## config.mk

```make
export PLATFORM = sky130hd
export DESIGN_NAME = ht_data_ram_ctrl
export DESIGN_NICKNAME = d
export VERILOG_FILES = /design/src/rtl/ht_data_ram_ctrl.sv
export SDC_FILE = /design/constraint.sdc
export NUM_CORES = 1
export LEC_CHECK = 0
export ABC_AREA = 1
export BUFFER_PORTS_ARGS = -buffer_cell sky130_fd_sc_hd__buf_2
export CAP_MARGIN = 20
export CORE_AREA = 2 2 254 256
export CTS_CLUSTER_SIZE = 12
export DETAILED_ROUTE_END_ITERATION = 10
export DIE_AREA = 0 0 256 258
export GPL_ROUTABILITY_DRIVEN = 0
export PLACE_DENSITY = 0.31
export RECOVER_POWER = 100
export SLEW_MARGIN = 15
export SYNTH_ARGS = -nofsm -noshare
export SYNTH_HDL_FRONTEND = slang
export SYNTH_SLANG_ARGS = --single-unit
```

## constraint.sdc

```tcl
create_clock -name clk_i -period 1.8 [get_ports clk_i]
set_input_delay 0 -clock clk_i [delete_from_list [all_inputs] [get_ports clk_i]]
set_output_delay 0 -clock clk_i [all_outputs]
set_load 0.005 [all_outputs]
```

## src/rtl/ht_data_ram_ctrl.sv

```systemverilog
// ht_data_ram_ctrl
//   Front-end for the hash-table data RAM. It arbitrates ENG_CNT engine read
//   and write ports onto a simple dual-port RAM (port A read, port B write).
//   Read data is routed back with a one-hot per-engine valid. A read that hits
//   the address being written in the same cycle is served from the write data.
//   An external update port and a clear sequencer share the write port.
//   Write priority is clear > update > engine.
//
// Ports
//   clk_i, rst_i                      clock, synchronous active-high reset
//   eng_rd_req_i / eng_rd_addr_i      per-engine read requests and addresses
//   eng_rd_gnt_o                      one-hot read grant (combinational)
//   eng_rd_data_o / eng_rd_val_o      shared read data and per-engine valid
//   eng_wr_req_i / _addr_i / _data_i  per-engine write requests
//   eng_wr_gnt_o                      one-hot write grant (combinational)
//   upd_en_i / upd_addr_i / upd_data_i  external update write
//   upd_drop_o                        pulse: an update was discarded during a clear
//   clear_run_i                       start or restart the zero-fill
//   clear_busy_o / clear_done_o       clear in progress / completion pulse
//   ram_rd_* / ram_wr_*               RAM port A (read) and port B (write)

module ht_data_ram_ctrl #(
    parameter int ENG_CNT     = 4,
    parameter int A_WIDTH     = 10,
    parameter int D_WIDTH     = 64,
    parameter int RAM_LATENCY = 1,
    parameter int ARB_MODE    = 0
) (
    input  logic                         clk_i,
    input  logic                         rst_i,
    input  logic [ENG_CNT-1:0]           eng_rd_req_i,
    input  logic [ENG_CNT*A_WIDTH-1:0]   eng_rd_addr_i,
    output logic [ENG_CNT-1:0]           eng_rd_gnt_o,
    output logic [D_WIDTH-1:0]           eng_rd_data_o,
    output logic [ENG_CNT-1:0]           eng_rd_val_o,
    input  logic [ENG_CNT-1:0]           eng_wr_req_i,
    input  logic [ENG_CNT*A_WIDTH-1:0]   eng_wr_addr_i,
    input  logic [ENG_CNT*D_WIDTH-1:0]   eng_wr_data_i,
    output logic [ENG_CNT-1:0]           eng_wr_gnt_o,
    input  logic                         upd_en_i,
    input  logic [A_WIDTH-1:0]           upd_addr_i,
    input  logic [D_WIDTH-1:0]           upd_data_i,
    output logic                         upd_drop_o,
    input  logic                         clear_run_i,
    output logic                         clear_busy_o,
    output logic                         clear_done_o,
    output logic [A_WIDTH-1:0]           ram_rd_addr_o,
    output logic                         ram_rd_en_o,
    input  logic [D_WIDTH-1:0]           ram_rd_data_i,
    output logic [A_WIDTH-1:0]           ram_wr_addr_o,
    output logic [D_WIDTH-1:0]           ram_wr_data_o,
    output logic                         ram_wr_en_o
);
    localparam int IDX_W = (ENG_CNT > 1) ? $clog2(ENG_CNT) : 1;
    localparam logic [A_WIDTH:0]   LAST_ADDR = {1'b0, {A_WIDTH{1'b1}}};
    localparam logic [IDX_W-1:0]   PTR_RST   = IDX_W'(ENG_CNT - 1);

    typedef enum logic [1:0] {ST_IDLE = 2'd0, ST_CLR = 2'd1, ST_DONE = 2'd2} clr_state_t;

    // Returns {found, index}. Fixed mode: highest requesting index.
    // Round-robin: first requester at or after last+1 (mod ENG_CNT).
    function automatic logic [IDX_W:0] arb_pick(input logic [ENG_CNT-1:0] req,
                                                input logic [IDX_W-1:0]   last);
        logic             found;
        logic [IDX_W-1:0] sel;
        int               idx;
        found = 1'b0;
        sel   = '0;
        idx   = 0;
        if (ARB_MODE == 0) begin
            for (int i = 0; i < ENG_CNT; i++) begin
                if (req[i]) begin
                    found = 1'b1;
                    sel   = IDX_W'(i);
                end
            end
        end else begin
            for (int k = 1; k <= ENG_CNT; k++) begin
                idx = (int'(last) + k) % ENG_CNT;
                if (!found && req[idx]) begin
                    found = 1'b1;
                    sel   = IDX_W'(idx);
                end
            end
        end
        return {found, sel};
    endfunction

    // Unpacked views of the engine buses
    logic [A_WIDTH-1:0] rd_addr [ENG_CNT];
    logic [A_WIDTH-1:0] wr_addr [ENG_CNT];
    logic [D_WIDTH-1:0] wr_data [ENG_CNT];

    genvar gi;
    generate
        for (gi = 0; gi < ENG_CNT; gi++) begin : g_unpack
            assign rd_addr[gi] = eng_rd_addr_i[gi*A_WIDTH +: A_WIDTH];
            assign wr_addr[gi] = eng_wr_addr_i[gi*A_WIDTH +: A_WIDTH];
            assign wr_data[gi] = eng_wr_data_i[gi*D_WIDTH +: D_WIDTH];
        end
    endgenerate

    // State
    clr_state_t         state_q, state_d;
    logic [A_WIDTH:0]   clr_addr_q, clr_addr_d;
    logic               busy_q, busy_d;
    logic               done_q, done_d;
    logic               drop_q, drop_d;
    logic [IDX_W-1:0]   rd_ptr_q, rd_ptr_d;
    logic [IDX_W-1:0]   wr_ptr_q, wr_ptr_d;
    logic [ENG_CNT-1:0] val_pipe_q [RAM_LATENCY];
    logic [ENG_CNT-1:0] val_pipe_d [RAM_LATENCY];
    logic               fwd_pipe_q [RAM_LATENCY];
    logic               fwd_pipe_d [RAM_LATENCY];
    logic [D_WIDTH-1:0] fdat_pipe_q [RAM_LATENCY];
    logic [D_WIDTH-1:0] fdat_pipe_d [RAM_LATENCY];

    // Arbitration
    logic [IDX_W:0]     rd_pick, wr_pick;
    logic               rd_hit, wr_hit;
    logic [IDX_W-1:0]   rd_sel, wr_sel;
    logic [ENG_CNT-1:0] rd_gnt, wr_gnt;

    always_comb begin
        rd_pick = arb_pick(eng_rd_req_i, rd_ptr_q);
        wr_pick = arb_pick(eng_wr_req_i, wr_ptr_q);
        rd_sel  = rd_pick[IDX_W-1:0];
        wr_sel  = wr_pick[IDX_W-1:0];
        // The clear owns both RAM ports' arbitration; an update steals the write port
        rd_hit  = rd_pick[IDX_W] & ~busy_q;
        wr_hit  = wr_pick[IDX_W] & ~busy_q & ~upd_en_i;
        rd_gnt  = '0;
        wr_gnt  = '0;
        if (rd_hit) rd_gnt[rd_sel] = 1'b1;
        if (wr_hit) wr_gnt[wr_sel] = 1'b1;
        rd_ptr_d = rd_hit ? rd_sel : rd_ptr_q;
        wr_ptr_d = wr_hit ? wr_sel : wr_ptr_q;
    end

    // Write port mux
    logic               wr_en;
    logic [A_WIDTH-1:0] wr_a;
    logic [D_WIDTH-1:0] wr_d;
    logic [A_WIDTH-1:0] rd_a;
    logic               fwd_now;

    always_comb begin
        wr_en = 1'b0;
        wr_a  = '0;
        wr_d  = '0;
        if (busy_q) begin
            wr_en = 1'b1;
            wr_a  = clr_addr_q[A_WIDTH-1:0];
        end else if (upd_en_i) begin
            wr_en = 1'b1;
            wr_a  = upd_addr_i;
            wr_d  = upd_data_i;
        end else if (wr_hit) begin
            wr_en = 1'b1;
            wr_a  = wr_addr[wr_sel];
            wr_d  = wr_data[wr_sel];
        end
        rd_a    = rd_hit ? rd_addr[rd_sel] : '0;
        // The RAM reads old data on a same-address collision, so capture the new word
        fwd_now = rd_hit & wr_en & (wr_a == rd_a);
    end

    // Read-return pipeline, aligned with the RAM read latency
    always_comb begin
        val_pipe_d[0]  = rd_gnt;
        fwd_pipe_d[0]  = fwd_now;
        fdat_pipe_d[0] = wr_d;
    end

    generate
        for (gi = 1; gi < RAM_LATENCY; gi++) begin : g_pipe
            assign val_pipe_d[gi]  = val_pipe_q[gi-1];
            assign fwd_pipe_d[gi]  = fwd_pipe_q[gi-1];
            assign fdat_pipe_d[gi] = fdat_pipe_q[gi-1];
        end
    endgenerate

    // Clear sequencer next state
    always_comb begin
        state_d    = state_q;
        clr_addr_d = clr_addr_q;
        case (state_q)
            ST_IDLE: begin
                if (clear_run_i) begin
                    state_d    = ST_CLR;
                    clr_addr_d = '0;
                end
            end
            ST_CLR: begin
                if (clear_run_i) begin
                    clr_addr_d = '0;
                end else if (clr_addr_q == LAST_ADDR) begin
                    state_d = ST_DONE;
                end else begin
                    clr_addr_d = clr_addr_q + 1'b1;
                end
            end
            ST_DONE: begin
                state_d    = clear_run_i ? ST_CLR : ST_IDLE;
                clr_addr_d = '0;
            end
            default: begin
                state_d    = ST_IDLE;
                clr_addr_d = '0;
            end
        endcase
        busy_d = (state_d == ST_CLR);
        done_d = (state_d == ST_DONE);
        drop_d = busy_q & upd_en_i;
    end

    always_ff @(posedge clk_i) begin
        if (rst_i) begin
            state_q    <= ST_IDLE;
            clr_addr_q <= '0;
            busy_q     <= 1'b0;
            done_q     <= 1'b0;
            drop_q     <= 1'b0;
            rd_ptr_q   <= PTR_RST;
            wr_ptr_q   <= PTR_RST;
            for (int i = 0; i < RAM_LATENCY; i++) begin
                val_pipe_q[i]  <= '0;
                fwd_pipe_q[i]  <= 1'b0;
                fdat_pipe_q[i] <= '0;
            end
        end else begin
            state_q    <= state_d;
            clr_addr_q <= clr_addr_d;
            busy_q     <= busy_d;
            done_q     <= done_d;
            drop_q     <= drop_d;
            rd_ptr_q   <= rd_ptr_d;
            wr_ptr_q   <= wr_ptr_d;
            for (int i = 0; i < RAM_LATENCY; i++) begin
                val_pipe_q[i]  <= val_pipe_d[i];
                fwd_pipe_q[i]  <= fwd_pipe_d[i];
                fdat_pipe_q[i] <= fdat_pipe_d[i];
            end
        end
    end

    assign eng_rd_gnt_o  = rd_gnt;
    assign eng_wr_gnt_o  = wr_gnt;
    assign eng_rd_val_o  = val_pipe_q[RAM_LATENCY-1];
    assign eng_rd_data_o = fwd_pipe_q[RAM_LATENCY-1] ? fdat_pipe_q[RAM_LATENCY-1] : ram_rd_data_i;
    assign upd_drop_o    = drop_q;
    assign clear_busy_o  = busy_q;
    assign clear_done_o  = done_q;
    assign ram_rd_en_o   = rd_hit;
    assign ram_rd_addr_o = rd_a;
    assign ram_wr_en_o   = wr_en;
    assign ram_wr_addr_o = wr_a;
    assign ram_wr_data_o = wr_d;

endmodule

```

[Word-level counts from Yosys, hierarchy flattened]
Memory sizes are Yosys's and may differ from the RTL's.
Cells that the tools add are included.
Word-level totals
  RAM bits: 69
  bits of input ports: 486
  register bits: 16
  latch bits: 0
  memories: 3
  logic and storage cells: 98
  output and inout port bits: 165
  memory bits (read-only): 0
Operators by class
  muxes and demuxes: 58
  shifts and indexed selects: 0
  add/subtract/negate cells: 1
  order comparisons: 6
  reduce and logical (&&, ||, !) cells: 7
  bitwise gates (word level): 10
  multipliers: 0
  div/mod/pow operators: 0
  equality and inequality tests: 8
Memory list
  fdat_pipe_q: words 1, bits a word 64, rd ports 1, clocked after Yosys merged registers in 0, write ports 1, RTL line 115  | logic [D_WIDTH-1:0] fdat_pipe_q [RAM_LATENCY];
  val_pipe_q: words 1, bits a word 4, rd ports 1, clocked after Yosys merged registers in 0, write ports 1, RTL line 111  | logic [ENG_CNT-1:0] val_pipe_q [RAM_LATENCY];
  fwd_pipe_q: words 1, bits a word 1, rd ports 1, clocked after Yosys merged registers in 0, write ports 1, RTL line 113  | logic fwd_pipe_q [RAM_LATENCY];
Operators by type and width (number)
  64-bit 2-to-1 mux: 7
  64-bit binary-select mux with 2-bit select: 1
  10-bit 2-to-1 mux: 8
  64-bit OR reduction: 1
  10-bit binary-select mux with 2-bit select: 2
  11-bit 2-to-1 mux: 3
  1-bit 2-to-1 mux: 23
  11-bit case mux with 2 select lines: 1
  2-bit 2-to-1 mux: 7
  4-bit 2-to-1 mux: 3
  11-bit by 1-bit adder with 11-bit output, second input constant: 1
  11-bit by 10-bit == test with 1-bit output, second input constant: 1
  10-bit == test: 1
  1-bit AND: 6
  3-bit >= comparator, second input constant: 2
  2-bit by 3-bit < comparator with 1-bit output, second input constant: 2
  2-bit inverter with 3-bit output: 2
  2-bit case mux with 3 select lines: 1
  1-bit demux with 2-bit select: 2
  2-bit by 1-bit == test with 1-bit output, second input constant: 2
  2-bit == test, second input constant: 2
  2-bit by 1-bit >= comparator with 1-bit output, second input constant: 2
  4-bit OR reduction: 1
  3-bit != test, second input constant: 1
  other kinds (6): 8

[Logic depth before layout (Yosys ltp)]
  depth in word-level cells: 13
  gate-level depth with buffers: 14
  mapped depth without buffers: 13

[Worst setup path after synthesis]
OpenSTA, ideal clock, no wires.
  path type: reg2reg
  from: reg clr_addr_q[0]
  to: reg clr_addr_q[2]
  slack: 0.012 ns
  library setup time: 0.115 ns
  data arrival time: 1.673 ns
  buffers on the path: 0
  clock period less this slack: 1.788 ns
  required time: 1.685 ns
  cell stages (with the launch flop): 13
  cells stage by stage: dfxtp_1 -> ha_1 -> nand3_1 -> nor2_2 -> nand2_1 -> nor2_2 -> nand2_2 -> o21ai_4 -> nand2_4 -> nor2_8 -> inv_6 -> a21oi_1 -> nor2_1
Between the ends
  word-level cells in the longest chain between the ends: 4
  elaborated cells on any way between the ends: 7
  those cells by class: add/sub (1); eq/ne (2); mux (3); reduce/logical (1)
RTL lines
  from (decl): RTL line 105  | logic [A_WIDTH:0] clr_addr_q, clr_addr_d;
  from (signal assigned): RTL line 233  | clr_addr_q <= clr_addr_d;
  11-bit by 1-bit adder with 11-bit output: RTL line 200  | clr_addr_d = clr_addr_q + 1'b1;
  11-bit 2-to-1 mux: RTL line 197  | end else if (clr_addr_q == LAST_ADDR) begin
  11-bit 2-to-1 mux: RTL line 195  | if (clear_run_i) begin
  11-bit case mux with 2 select lines: RTL line 187  | case (state_q)
Several ways; a longest one is shown, not always the timed one. The select of a mux whose other input is x is not followed.
A chain may end at the register's enable or synchronous reset.

[Final worst setup path]
  from: reg busy_q (netlist: clear_busy_o)
  to: out ram_wr_data_o[57]
Between the ends
  word-level cells in the longest chain between the ends: 6
RTL lines
  from (decl): RTL line 106  | logic busy_q, busy_d;
  from (signal assigned): RTL line 234  | busy_q <= busy_d;
  1-bit inverter: RTL line 131  | wr_hit = wr_pick[IDX_W] & ~busy_q & ~upd_en_i;
  1-bit AND (2 in series): RTL line 131
  64-bit 2-to-1 mux: RTL line 158  | end else if (wr_hit) begin
  64-bit 2-to-1 mux: RTL line 154  | end else if (upd_en_i) begin
  64-bit 2-to-1 mux *: RTL line 151  | if (busy_q) begin
  to (decl): RTL line 51  | output logic [D_WIDTH-1:0] ram_wr_data_o,
Every way passes the cells marked *; elsewhere a longest branch is shown, timed or not.

==> impl_metrics.ini <==
[status]
status = complete, but fails checks
violations = negative setup slack

[critical_path]
crit_path_end_kind = output pin
crit_fanout = 10
cp_num_cells = 9
start_kind = flip-flop
critPathLaunch = clear_busy_o
crit_family = buffers and inverters
cp_data_required_time_ps = 1800
cpMaxStageDelayCell = dfxtp_4
path_buf_inv = 5
path_cells = inv_4 > nand2_4 > a21oi_4 > buf_6 > buf_12 > buf_16 > nand2_1 > a21oi_1 > buf_2
crit_type = reg -> out
endpoint = ram_wr_data_o[57]
r2r_end = clr_addr_q[4]
arrival_ps = 1850
r2r_setup_slack_ps = 60
reg2reg_depth = 13
cpPeakStageDelay_ps = 360
r2r_start = clr_addr_q[0]

[timing]
finalHoldViolCount = 0
post-route-min-period_ps = 1850
min_period_over_period = 1.03
max_clock_freq_ghz = 0.541
fin_skew_ps = 11.1
rsz0062_at_grt = true
slew-limit-headroom = 0.644
maxSlewViolCount = 0
setup_violations = 28
worst_slack_ps = -49.2
worstMarginPinSlew_ps = 534

[worst_hold_path]
min_path_type = in -> reg

[logic_synthesis]
synth-seq-cells = 85
ys_types = 34
yosys.area.top_type = nand2_1
synth_top_area_share = 0.298
syn_nets = 1649
syn_area_per_cell_um2 = 5.96
syn_area_um2 = 6920
seq_area_frac_synth = 0.246
yosysWarningCount = 0
synth.area.top_cells = nand2_1 30%, dfxtp_1 25%, mux2_2 10%
syn-instance-count = 1162

[clock_network]
insertion_delay_ps = 380
clockRootBuffer = clkbuf_16
clkTransAtPathRegs_ps = 70
cts_buffer_depth = 2
cts_buffers = 9
cts_tree = built
cts_max_level = 3
cts_sinks = 85

[drt]
drt-initial-drc-count = 568
num_vias = 10800
drc = 0
drt-met1-wl_um = 20600
drtPass1Iterations = 5
viasPerCell = 3.89
antenna_left = 0
wl_per_cell_um = 18.0
routed-wl-met2_um = 25600
routed_wl_um = 49800
route.met3.wl_um = 2580
top_layer = met5

[layout]
nFillCells = 7326
areaGrowthSynthToFinish_pct = 97.4
nets = 2397
drive_gt1_frac = 0.519
final_cells = 2770

[power]
p_per_area_nw_per_um2 = 499
ir_worst_vdd_uv = 317
power.leakage_nw = 6.74

[global_route]
grt_usage = 0.143
antenna_found_initial = 5
grt_max_degree = 45
overflow = 0
grt_pass1_wl_um = 70700
grt_pass1_vias = 11000

[die]
num_rows = 93
dieHeight_um = 258
pin_count = 651
dieArea_um2 = 66000
coreArea_um2 = 63600
initial_utilization = 0.109
die_w_um = 256

[placed_design]
pre_cts_ws_ps = -59.6
dp_cells = 2672
portBuffers = 650
dpl.hpwl_um = 39200

[run]
drv_cap = 0
[logic make-up (layout without fill, tap and decap cells)]
family / after synthesis / count (layout) / share of synthesized area
AO/OA/AOI/OAI: 94 / 94 / 0.0718
XOR/XNOR: 1 / 1 / 0.00127
adder cells (fa/ha/maj): 1 / 1 / 0.00181
buffers and inverters: 133 / 884 / 0.0810
flip-flops: 85 / 85 / 0.246
multiplexers: 64 / 64 / 0.104
other: 0 / 1 / 0
AND/OR/NAND/NOR: 784 / 785 / 0.494
[how the worst min path moves through the flow]
stage,startpoint,to,cells past startpoint
6_report,clear_run_i,clr_addr_q[5],4
5_1_grt,upd_data_i[51],fdat_pipe_q[0][51],4
4_1_cts,upd_data_i[63],fdat_pipe_q[0][63],4
3_5_place_dp,ram_rd_data_i[14],eng_rd_data_o[14],3
3_3_place_gp,ram_rd_data_i[6],eng_rd_data_o[6],3
2_1_floorplan,eng_rd_req_i[3],eng_rd_gnt_o[3],2
[metal layers]
layer,GRT usage,vias to the layer above
li1,-,5272
met2,0.260,416
met3,0.0257,46
met1,0.171,5030
met4,0.0400,2
met5,0,-
[worst reg2reg max path: stages, from the launching register on]
cell     delay, ps
dfxtp_1        380
ha_4           170
nand3_4         80
nor2_4         100
nand2_2         80
nor2_4          90
nand2_2         70
o21ai_4        160
nand2_4        100
nor2_8         160
inv_6           70
nand2_2         50
nand2_1         40
nor2_1         110
[synthesized netlist by cell type, drive strengths merged]
library cell / instances
nor2: 32
nor4: 2
o21ai: 5
ha: 1
clkinv: 2
dfxtp: 85
nor3: 11
and2: 64
o21a: 1
o31ai: 1
nand3: 36
nand4: 86
mux2: 64
inv: 55
nor3b: 1
buf: 34
a21oi: 86
nand2: 552
clkbuf: 42
xor2: 1
o211ai: 1
[registers in the layout, indices dropped and copies added (netlist names)]
name / cells
clear_busy_o: 1
clear_done_o: 1
clr_addr_q: 11
fdat_pipe_q: 64
fwd_pipe_q: 1
state_q: 2
upd_drop_o: 1
val_pipe_q: 4
[timing repair]
item,in CTS,in global routing
pin swaps,31,64
endpoints found under the setup margin,79,91
gates resized for setup,128,98
gates cloned,6,2
endpoints found under the hold margin,49,0
setup buffers,17,14
hold buffers,45,0
[area by class of cell]
cell class / instances / area, um^2 / share of cell area
clock inverter: 4 / 48.8 / 0.00357
antenna: 1 / 2.50 / 0.000183
multi-input combinational: 945 / 5400 / 0.395
tap: 855 / 1070 / 0.0783
inverter: 57 / 221 / 0.0162
timing repair buffer: 812 / 4980 / 0.364
clock buffer: 11 / 233 / 0.0170
sequential: 85 / 1710 / 0.125
[stage by stage]
stage	TNS [ps]	cell area, um^2	utilization	hold WS [ps]	power, mW
global placement	-217	11700	0.184	296	4.39
global route	-7110	13700	0.215	46.2	7.28
CTS	-3920	13200	0.207	0.190	6.85
floorplan	0	6920	-	108	2.95
detailed placement	-141	11700	0.184	297	4.36
finish	-529	13700	0.215	30.7	6.81
[where the power goes]
group          internal, mW  switching [mW]
Combinational          1.36            1.44
Clock                  1.07           0.926
Sequential             1.97          0.0411
Total                  4.40            2.41
[cell usage in the layout, fill, tap and decap left out, drive strengths merged]
master / instances
inv: 56
ha: 1
nor2: 33
o31ai: 1
clkinvlp: 1
nor3b: 1
mux2: 64
nor4: 2
and2: 64
o21a: 1
nand2: 552
dlygate4sd3: 45
dfxtp: 85
nand4: 86
o211ai: 1
nor3: 11
diode: 1
o21ai: 5
clkinv: 3
buf: 754
clkbuf: 24
a21oi: 86
nand3: 36
bufinv: 1
xor2: 1
No activity file was read; power rests on OpenSTA's default activity.
